<file path="src/rtl/grad_pkg.sv">
`default_nettype none
// ============================================================================
// Module   : grad_pkg
// Brief    : Q-format widths, saturation limits and FSM encoding for the
//            quadratic gradient engine.
// Revision : 1.0 - initial release
// ============================================================================
package grad_pkg;

    localparam int c_Q_W    = 16;
    localparam int c_GRAD_W = 18;
    localparam int c_VAL_W  = 32;
    localparam int c_ACC_W  = 40;
    localparam int c_LR_W   = 32;
    localparam int c_FRAC_W = 8;
    // 4b+a spans 5*2^15 at the input extremes, one bit beyond c_GRAD_W
    localparam int c_MUL_A_W = c_GRAD_W + 1;

    localparam logic signed [c_Q_W-1:0]   c_Q_MAX   = 16'sh7FFF;
    localparam logic signed [c_Q_W-1:0]   c_Q_MIN   = 16'sh8000;
    localparam logic signed [c_VAL_W-1:0] c_VAL_MAX = 32'sh7FFF_FFFF;
    localparam logic signed [c_VAL_W-1:0] c_VAL_MIN = 32'sh8000_0000;

    typedef enum logic [2:0] {
        ST_IDLE = 3'd0,
        ST_VAL  = 3'd1,
        ST_STEP = 3'd2,
        ST_PACK = 3'd3,
        ST_DONE = 3'd4
    } state_t;

    function automatic logic q_oor(input logic signed [c_ACC_W-1:0] x);
        return (x > c_ACC_W'(c_Q_MAX)) || (x < c_ACC_W'(c_Q_MIN));
    endfunction

    function automatic logic signed [c_Q_W-1:0] q_sat(input logic signed [c_ACC_W-1:0] x);
        if (x > c_ACC_W'(c_Q_MAX)) return c_Q_MAX;
        if (x < c_ACC_W'(c_Q_MIN)) return c_Q_MIN;
        return x[c_Q_W-1:0];
    endfunction

    function automatic logic val_oor(input logic signed [c_ACC_W-1:0] x);
        return (x > c_ACC_W'(c_VAL_MAX)) || (x < c_ACC_W'(c_VAL_MIN));
    endfunction

    function automatic logic signed [c_VAL_W-1:0] val_sat(input logic signed [c_ACC_W-1:0] x);
        if (x > c_ACC_W'(c_VAL_MAX)) return c_VAL_MAX;
        if (x < c_ACC_W'(c_VAL_MIN)) return c_VAL_MIN;
        return x[c_VAL_W-1:0];
    endfunction

endpackage
`default_nettype wire

</file>
<file path="src/rtl/fixed_mul_sat.sv">
`default_nettype none
// ============================================================================
// Module   : fixed_mul_sat
// Brief    : Signed fixed-point multiply, arithmetic right shift by FRAC,
//            saturation to OUT_W bits with a saturation flag.
// Revision : 1.0 - initial release
// ============================================================================
module fixed_mul_sat #(
    parameter int A_W   = 19,
    parameter int B_W   = 32,
    parameter int OUT_W = 40,
    parameter int FRAC  = 8
) (
    input  logic signed [A_W-1:0]   i_a,
    input  logic signed [B_W-1:0]   i_b,
    output logic signed [OUT_W-1:0] o_p,
    output logic                    o_sat
);

    localparam int c_PROD_W = A_W + B_W;

    logic signed [c_PROD_W-1:0] w_prod;
    logic signed [c_PROD_W-1:0] w_shift;
    logic [c_PROD_W-OUT_W:0]    w_top;

    assign w_prod  = c_PROD_W'(i_a) * c_PROD_W'(i_b);
    assign w_shift = w_prod >>> FRAC;

    // Result fits when every bit above the output sign bit repeats it
    assign w_top = w_shift[c_PROD_W-1:OUT_W-1];
    assign o_sat = !((&w_top) || !(|w_top));

    assign o_p = o_sat ? (w_shift[c_PROD_W-1] ? {1'b1, {(OUT_W-1){1'b0}}}
                                              : {1'b0, {(OUT_W-1){1'b1}}})
                       : w_shift[OUT_W-1:0];

endmodule
`default_nettype wire

</file>
<file path="src/rtl/quad4_grad_engine.sv">
`default_nettype none
// ============================================================================
// Module   : quad4_grad_engine
// Brief    : Evaluates f = a^2 + 2b^2 + c^2 + d^2 + ab and its scaled gradient
//            step on one shared multiplier, fixed latency of 10 cycles.
// Revision : 1.0 - initial release
// ============================================================================
module quad4_grad_engine
    import grad_pkg::*;
#(
    parameter logic signed [c_LR_W-1:0] LEARNING_RATE = 32'sh0000_0020
) (
    input  logic               clk,
    input  logic               rst_n,
    input  logic               start_func,
    input  logic [c_Q_W-1:0]   a_in,
    input  logic [c_Q_W-1:0]   b_in,
    input  logic [c_Q_W-1:0]   c_in,
    input  logic [c_Q_W-1:0]   d_in,
    output logic [c_VAL_W-1:0] value,
    output logic [c_Q_W-1:0]   a_diff_out,
    output logic [c_Q_W-1:0]   b_diff_out,
    output logic [c_Q_W-1:0]   c_diff_out,
    output logic [c_Q_W-1:0]   d_diff_out,
    output logic               func_done,
    output logic               overflow
);

    state_t                      r_state, w_next;
    logic [2:0]                  r_cnt;
    logic signed [c_Q_W-1:0]     r_a, r_b, r_c, r_d;
    logic signed [c_ACC_W-1:0]   r_acc;
    logic signed [c_Q_W-1:0]     r_step [4];
    logic                        r_ovf_run;
    logic signed [c_VAL_W-1:0]   r_value;
    logic signed [c_Q_W-1:0]     r_diff_a, r_diff_b, r_diff_c, r_diff_d;
    logic                        r_overflow;

    logic signed [c_MUL_A_W-1:0] w_ga, w_gb, w_gc, w_gd, w_mul_a;
    logic signed [c_LR_W-1:0]    w_mul_b;
    logic signed [c_ACC_W-1:0]   w_prod;
    logic                        w_mul_sat;

    assign w_ga = (c_MUL_A_W'(r_a) <<< 1) + c_MUL_A_W'(r_b);
    assign w_gb = (c_MUL_A_W'(r_b) <<< 2) + c_MUL_A_W'(r_a);
    assign w_gc = c_MUL_A_W'(r_c) <<< 1;
    assign w_gd = c_MUL_A_W'(r_d) <<< 1;

    // VAL walks a*a, b*b, c*c, d*d, a*b; STEP walks ga, gb, gc, gd times the rate
    always_comb begin
        w_mul_a = '0;
        w_mul_b = '0;
        if (r_state == ST_VAL) begin
            case (r_cnt)
                3'd0:    begin w_mul_a = c_MUL_A_W'(r_a); w_mul_b = c_LR_W'(r_a); end
                3'd1:    begin w_mul_a = c_MUL_A_W'(r_b); w_mul_b = c_LR_W'(r_b); end
                3'd2:    begin w_mul_a = c_MUL_A_W'(r_c); w_mul_b = c_LR_W'(r_c); end
                3'd3:    begin w_mul_a = c_MUL_A_W'(r_d); w_mul_b = c_LR_W'(r_d); end
                default: begin w_mul_a = c_MUL_A_W'(r_a); w_mul_b = c_LR_W'(r_b); end
            endcase
        end else begin
            w_mul_b = LEARNING_RATE;
            case (r_cnt)
                3'd0:    w_mul_a = w_ga;
                3'd1:    w_mul_a = w_gb;
                3'd2:    w_mul_a = w_gc;
                default: w_mul_a = w_gd;
            endcase
        end
    end

    fixed_mul_sat #(
        .A_W   (c_MUL_A_W),
        .B_W   (c_LR_W),
        .OUT_W (c_ACC_W),
        .FRAC  (c_FRAC_W)
    ) u_mul (
        .i_a   (w_mul_a),
        .i_b   (w_mul_b),
        .o_p   (w_prod),
        .o_sat (w_mul_sat)
    );

    always_ff @(posedge clk or negedge rst_n) begin
        if (!rst_n) r_state <= ST_IDLE;
        else        r_state <= w_next;
    end

    always_comb begin
        w_next = r_state;
        case (r_state)
            ST_IDLE: if (start_func)     w_next = ST_VAL;
            ST_VAL:  if (r_cnt == 3'd4)  w_next = ST_STEP;
            ST_STEP: if (r_cnt == 3'd3)  w_next = ST_PACK;
            ST_PACK:                     w_next = ST_DONE;
            ST_DONE: if (!start_func)    w_next = ST_IDLE;
            default:                     w_next = ST_IDLE;
        endcase
    end

    always_ff @(posedge clk or negedge rst_n) begin
        if (!rst_n) begin
            r_cnt      <= '0;
            r_a        <= '0;
            r_b        <= '0;
            r_c        <= '0;
            r_d        <= '0;
            r_acc      <= '0;
            r_ovf_run  <= 1'b0;
            r_value    <= '0;
            r_diff_a   <= '0;
            r_diff_b   <= '0;
            r_diff_c   <= '0;
            r_diff_d   <= '0;
            r_overflow <= 1'b0;
            for (int i = 0; i < 4; i++) r_step[i] <= '0;
        end else begin
            r_cnt <= (w_next != r_state) ? 3'd0 : r_cnt + 3'd1;
            case (r_state)
                ST_IDLE: if (start_func) begin
                    r_a        <= a_in;
                    r_b        <= b_in;
                    r_c        <= c_in;
                    r_d        <= d_in;
                    r_acc      <= '0;
                    r_ovf_run  <= 1'b0;
                    r_overflow <= 1'b0;
                end
                // b*b is weighted twice in f
                ST_VAL:  r_acc <= r_acc + ((r_cnt == 3'd1) ? (w_prod <<< 1) : w_prod);
                ST_STEP: begin
                    r_step[r_cnt[1:0]] <= q_sat(w_prod);
                    r_ovf_run          <= r_ovf_run | w_mul_sat | q_oor(w_prod);
                end
                ST_PACK: begin
                    r_value    <= val_sat(r_acc);
                    r_diff_a   <= r_step[0];
                    r_diff_b   <= r_step[1];
                    r_diff_c   <= r_step[2];
                    r_diff_d   <= r_step[3];
                    r_overflow <= r_ovf_run | val_oor(r_acc);
                end
                default: ;
            endcase
        end
    end

    assign value      = r_value;
    assign a_diff_out = r_diff_a;
    assign b_diff_out = r_diff_b;
    assign c_diff_out = r_diff_c;
    assign d_diff_out = r_diff_d;
    assign overflow   = r_overflow;
    assign func_done  = (r_state == ST_DONE);

endmodule
`default_nettype wire

</file>
<file path="config.mk">
export PLATFORM = sky130hd
export DESIGN_NAME = quad4_grad_engine
export DESIGN_NICKNAME = d
export VERILOG_FILES = /design/src/rtl/grad_pkg.sv /design/src/rtl/fixed_mul_sat.sv /design/src/rtl/quad4_grad_engine.sv
export SDC_FILE = /design/constraint.sdc
export NUM_CORES = 2
export LEC_CHECK = 0
export BUFFER_PORTS_ARGS = -buffer_cell sky130_fd_sc_hd__buf_2
export CAP_MARGIN = 20
export CORE_ASPECT_RATIO = 0.6
export CORE_MARGIN = 1
export CORE_UTILIZATION = 45
export DETAILED_ROUTE_END_ITERATION = 6
export GPL_ROUTABILITY_DRIVEN = 0
export GPL_TIMING_DRIVEN = 0
export PLACE_DENSITY_LB_ADDON = 0.15
export SLEW_MARGIN = 15
export SYNTH_ARGS = -nofsm -noshare
export SYNTH_HDL_FRONTEND = slang
export SYNTH_SLANG_ARGS = --single-unit
export TNS_END_PERCENT = 100
</file>
<file path="constraint.sdc">
create_clock -name clk -period 10.9 [get_ports clk]
set_input_delay 1.09 -clock clk [delete_from_list [all_inputs] [get_ports clk]]
set_output_delay 1.09 -clock clk [all_outputs]
set_load 0.05 [all_outputs]
</file>
# Yosys cells after proc, flatten, opt, wreduce, memory -nomap -nowiden

Index checks and enable logic that the tools add are counted.

Flip-flop bits (word level): 272
Input port bits: 67
Logic and storage cells: 101

Add/sub/neg operators: 4
Multiply operators: 1
$lt $le $gt $ge: 6
Equal/unequal tests: 10
Multiplexer cells: 41
Bitwise operators: 4
Reductions and logical operators: 17

Operators by type and width:

| operator                                                     | number |
|---|---|
| two-way mux 32 bit                                           | 5 |
| two-way mux 40 bit                                           | 4 |
| one-hot mux 19 bit (3 select lines)                          | 2 |
| two-way mux 16 bit                                           | 6 |
| one-hot mux 32 bit (3 select lines)                          | 1 |
| one-hot mux 40 bit (2 select lines)                          | 1 |
| bitwise mux 64 bit                                           | 1 |
| multiplier 19 x 32 -> 51 bit                                 | 1 |
| adder 40 bit                                                 | 1 |
| > comparator 40 x 16 -> 1 bit, second input constant         | 1 |
| > comparator 40 x 32 -> 1 bit, second input constant         | 1 |
| less-than comparator 40 x 16 -> 1 bit, second input constant | 1 |
| less-than comparator 40 x 32 -> 1 bit, second input constant | 1 |
| demux 16 bit (select 2 bit)                                  | 1 |
| adder 18 x 16 -> 19 bit                                      | 1 |
| two-way mux 19 bit                                           | 1 |
| adder 17 x 16 -> 18 bit                                      | 1 |
| two-way mux 3 bit                                            | 5 |
| one-hot mux 3 bit (5 select lines)                           | 1 |
| equality test 3 x 2 -> 1 bit, second input constant          | 4 |
| two-way mux 1 bit                                            | 11 |
| AND reduction 2 bit                                          | 4 |
| equality test 3 x 1 -> 1 bit, second input constant          | 2 |
| equality test 3 bit, second input constant                   | 2 |
| other kinds (15)                                             | 24 |

# Depth between registers and ports, before layout

Depth in word-level cells: 17
Depth in mapped cells: 53
Gate-level depth less buffers: 51

# Cells and area by module

A second synthesis with hierarchy kept.

Cells, all modules: 4106
Area total of the unflattened synthesis: 36989.2 um2

Modules (own cells, without submodules):

| module            | times used | cells each | area each (um2) | seq. area each (um2) |
|---|---|---|---|---|
| fixed_mul_sat     | 1          | 2398       | 21414.3         | 0.0 |
| quad4_grad_engine | 1          | 1708       | 15574.9         | 6806.5 |

# Worst setup path before layout

OpenSTA, ideal clock, no wires.

Path kind: reg2reg
Start point: register r_cnt[2]
End point: register r_acc[39]
Setup time: 125 ps
Data arrival time: 11484 ps
Data required time: 10775 ps
Setup slack: -710 ps
Cell stages (with the launch flop): 50
Buffers on the path: 7
Cell sequence: dfrtp_1 > buf_2 > inv_1 > ha_1 > clkbuf_1 > clkbuf_1 > or2_2 > clkbuf_1 > clkbuf_1 > buf_1 > o21a_1 > nand2_1 > nor2_1 > fa_1 > inv_1 > fa_1 > inv_1 > fa_1 > [... 14 more ...] > a21oi_1 > o21bai_1 > xnor2_1 > nand2_1 > o21ai_0 > ha_1 > a21o_1 > a21o_1 > a21oi_1 > o211a_1 > o21ai_0 > a2111oi_0 > o21ai_0 > a31oi_1 > o21ai_0 > a21oi_1 > and3b_1 > mux2i_1

Word-level cells in the longest chain between the ends: 11

RTL lines:

| element                                                         | line                                             | source |
|---|---|---|
| start, declared                                                 | quad4_grad_engine.sv:30                          | `logic [2:0] r_cnt;` |
| start signal, assigned                                          | quad4_grad_engine.sv:118                         | `r_cnt <= (w_next != r_state) ? 3'd0 : r_cnt + 3'd1;` |
| equality test 3 x 2 -> 1 bit (tied with other cells)            | quad4_grad_engine.sv:54, quad4_grad_engine.sv:63 |  |
| one-hot mux 19 bit (3 select lines) (tied with other cells)     | quad4_grad_engine.sv:63                          | `case (r_cnt)` |
| two-way mux 19 bit / two-way mux 32 bit (equally long branches) | quad4_grad_engine.sv:53                          | `if (r_state == ST_VAL) begin` |
| multiplier 19 x 32 -> 51 bit                                    | fixed_mul_sat.sv:26                              | `assign w_prod = c_PROD_W'(i_a) * c_PROD_W'(i_b);` |
| OR reduction 4 bit                                              | fixed_mul_sat.sv:31                              | `assign o_sat = !((&w_top) \|\| !(\|w_top));` |
| zero test 1 bit                                                 | fixed_mul_sat.sv:31                              |  |
| logical OR 1 bit                                                | fixed_mul_sat.sv:31                              |  |
| two-way mux 40 bit                                              | fixed_mul_sat.sv:33                              | `assign o_p = o_sat ? (w_shift[c_PROD_W-1] ? {1'b1, {(OUT_W-1){1'b0}}}` |
| two-way mux 40 bit *                                            | quad4_grad_engine.sv:130                         | `ST_VAL: r_acc <= r_acc + ((r_cnt == 3'd1) ? (w_prod <<< 1) : w_prod);` |
| adder 40 bit *                                                  | quad4_grad_engine.sv:130                         |  |
| one-hot mux 40 bit (2 select lines) *                           | quad4_grad_engine.sv:119                         | `case (r_state)` |
| end signal, assigned                                            | quad4_grad_engine.sv:130                         |  |
| end, declared                                                   | quad4_grad_engine.sv:32                          | `logic signed [c_ACC_W-1:0] r_acc;` |

Mark *: on every way between the ends. The rest lies on a longest branch, timed or not.
A chain may end at the register's enable or synchronous reset.

# Worst setup path after layout

Start point: register r_cnt[0]
End point: register r_acc[27]

The elaborated chain is that of the path after synthesis.

==> results.cfg <==
[outcome]
status = complete, but fails checks
violations = design-rule violations, negative setup slack

[cts]
numClockSinks = 272
clk_pin_slew_ns = 0.07
cts_buffers = 28
clockBufferDepth = 3
cts.htree.levels = 1
cts_tree = done
cts-root-buf = clkbuf_16
clock_latency_ns = 0.61

[synthesis]
synth.area.top_cells = dfrtp_1, fa_1, nand2_1, ha_1, inv_1
yosys.area.top_type = dfrtp_1
ys_seq_area_share_pct = 24.0
synth_top_area_share_pct = 24.0
async_reset_ff_share_pct = 100
synth-seq-cells = 272
syn_nets = 3918
syn_avg_cell_area_sq_um = 8.53
yosysMostFrequentCell = nand2_1
yosysWarnings = 0
synth_ff_type = dfrtp_1
synth_edf_count = 0
yosysUniqueCellTypes = 90
syn_area_sq_um = 28300
netlist_instances = 3322
synth_common_cells = nand2_1, inv_1, fa_1

[placement]
place_area_sq_um = 30400
dpl.cell_count = 4324
pre_cts_slack_ns = -2.89
port_buffers = 164
hpwl_um = 76800

[finish]
synthToLayoutAreaGrowth_pct = 20.7
drive_gt1_share_pct = 19.2
layout.cells.non_filler = 4484
fin_area_sq_um = 34200
final_nets = 4232

[timing]
fmax_mhz = 87.9
worst_pin_slew_ns = 1.22
finalCritPeriodShare_pct = 104
slew_headroom_pct = 19.0
hold_viol = 0
setup_viol = 11
skew_ns = 0.0182
grt_setup_unrepaired = true
setup_tns_ns = -3.41
fin_ws_ns = -0.478
timing.final.crit_period_ns = 11.38
slew_viol_final = 0

[route]
vias_per_cell = 5.67
drt_first_iter_violations = 2874
drtPass1Iterations = 7
wl_per_cell_um = 21.7
drc = 19
vias = 25441
wirelength_um = 97300
ant_nets = 0

[global_routing]
overflow = 0
grt_use_total_pct = 30.3
grt_max_degree = 97
antenna_found_initial = 4
grt_pass1_wl_um = 147000
grt_pass1_vias = 23656

[die]
start_util_pct = 46.0
rows = 70
die-area_sq_um = 64000
die_width_um = 326
core_sq_um = 61600
die_h_um = 196
io_pins = 165

[setup_path]
max_stage_delay_ns = 1.01
cp.arrival_ns = 11.87
worstSetupPathType = reg2reg
r2r-start = r_cnt[0]$_DFF_PN0_
cp.buffers_inverters = 5
critPathLaunchType = flip-flop
path_max_fanout = 10
crit_start = r_cnt[0]$_DFF_PN0_
critPathSlowestCell = a21boi_0
critPathCaptureType = flip-flop
worst_path_most_repeated_cell = fa_1
critPathRequiredTime_ns = 11.39
cp_top_family = adder cells

[run]
drv_cap = 0

[min_path]
hold_class = in2async
==> placed cells by master (no fill, tap or decap), types with 20 or more instances in the layout <==
cell	synthesis	routed
dfrtp_1	272	263
buf_2	14	172
nand4_1	20	20
o21ai_2	2	25
xnor2_1	47	34
nand3_1	33	33
clkbuf_1	108	66
a21o_1	37	37
buf_4	13	131
and2_1	54	44
o21ai_0	112	69
nor2_1	294	283
fa_1	336	326
a31oi_1	71	65
inv_1	403	396
nand2_1	732	724
a21oi_1	182	142
clkbuf_16	0	29
ha_1	193	162
nor3_1	33	26
ha_4	0	28
a21oi_2	1	31
xor2_1	37	24
==> logic make-up after synthesis <==
| group | after synthesis | synth area share, % |
|---|---|---|
| AO/OA/AOI/OAI | 595 | 13.5 |
| adder cells (fa/ha/maj) | 529 | 32.2 |
| AND/OR/NAND/NOR | 1276 | 19.6 |
| flip-flops | 272 | 24.0 |
| buffers and inverters | 557 | 7.75 |
| multiplexers | 8 | 0.287 |
| XOR/XNOR | 85 | 2.65 |
==> through the flow <==
stage | utilization [%] | hold slack [ns]
global placement | 49.1 | 0.453
detailed placement | 49.4 | 0.459
global route | 55.6 | 0.344
floorplan | - | 0.439
finish | 55.6 | 0.350
CTS | 54.2 | 0.332
==> layout make-up <==
type                            count  area, sq um
Buffer                            139          891
Clock buffer                       39          792
Fill cell                        5693        27400
Tap cell                          828         1040
Multi-Input combinational cell   2493        21000
Antenna cell                        3         7.51
Clock inverter                      8          141
Sequential cell                   272         6820
Timing Repair Buffer              298         2000
Inverter                          404         1520
==> sequential cells by signal, summed over array words and instances, names as in the netlist <==
| signal | count |
|---|---|
| r_b | 16 |
| r_a | 16 |
| value | 32 |
| b_diff_out | 16 |
| d_diff_out | 16 |
| r_state | 3 |
| r_ovf_run | 1 |
| r_acc | 40 |
| r_d | 16 |
| a_diff_out | 16 |
| r_cnt | 3 |
| overflow | 1 |
| r_c | 16 |
| r_step | 64 |
| c_diff_out | 16 |
==> repair_timing <==
item / CTS / global route
pin swaps: 90 / 97
gates resized for setup: 339 / 101
gates cloned: 1 / 0
endpoints found under the setup margin: 100 / 85
setup buffers: 83 / 42
hold buffers: 0 / 0
==> metal layers <==
layer | vias up | GRT usage, % | wire [um]
li1 | 11459 | - | -
met1 | 12483 | 48.7 | 46500
met2 | 1344 | 36.5 | 35100
met3 | 153 | 12.8 | 13900
met4 | 2 | 4.99 | 1740
met5 | - | 0 | 10
==> worst reg2reg max path: cells and delay by family, from the launching register on <==
family	cells	cell delay [ns]
AOI/OAI and AO/OA	13	4.41
xor gates and xnor gates	1	0.25
adders and majority gates	10	4.43
buffers and inverters	5	0.39
DFF	1	0.43
muxes	2	0.33
and+or+nand+nor	6	1.07
==> final timing paths <==
path	to	cells past startpoint	slack (ns)
worst max-delay path	r_acc[27]$_DFFE_PN0P_	37	-0.48
worst min-delay path	b_diff_out[0]$_DFFE_PN0P_	1	0.35
worst max register to register	r_acc[27]$_DFFE_PN0P_	37	-0.48
worst min register to register	a_diff_out[11]$_DFFE_PN0P_	2	0.47
max in group asynchronous	r_acc[26]$_DFFE_PN0P_	3	9.34
min in group clk	a_diff_out[11]$_DFFE_PN0P_	2	0.47
Power is left out: the tool's default activity adds up to more than one toggle a clock period on the data nets, which glitch-free logic cannot reach.
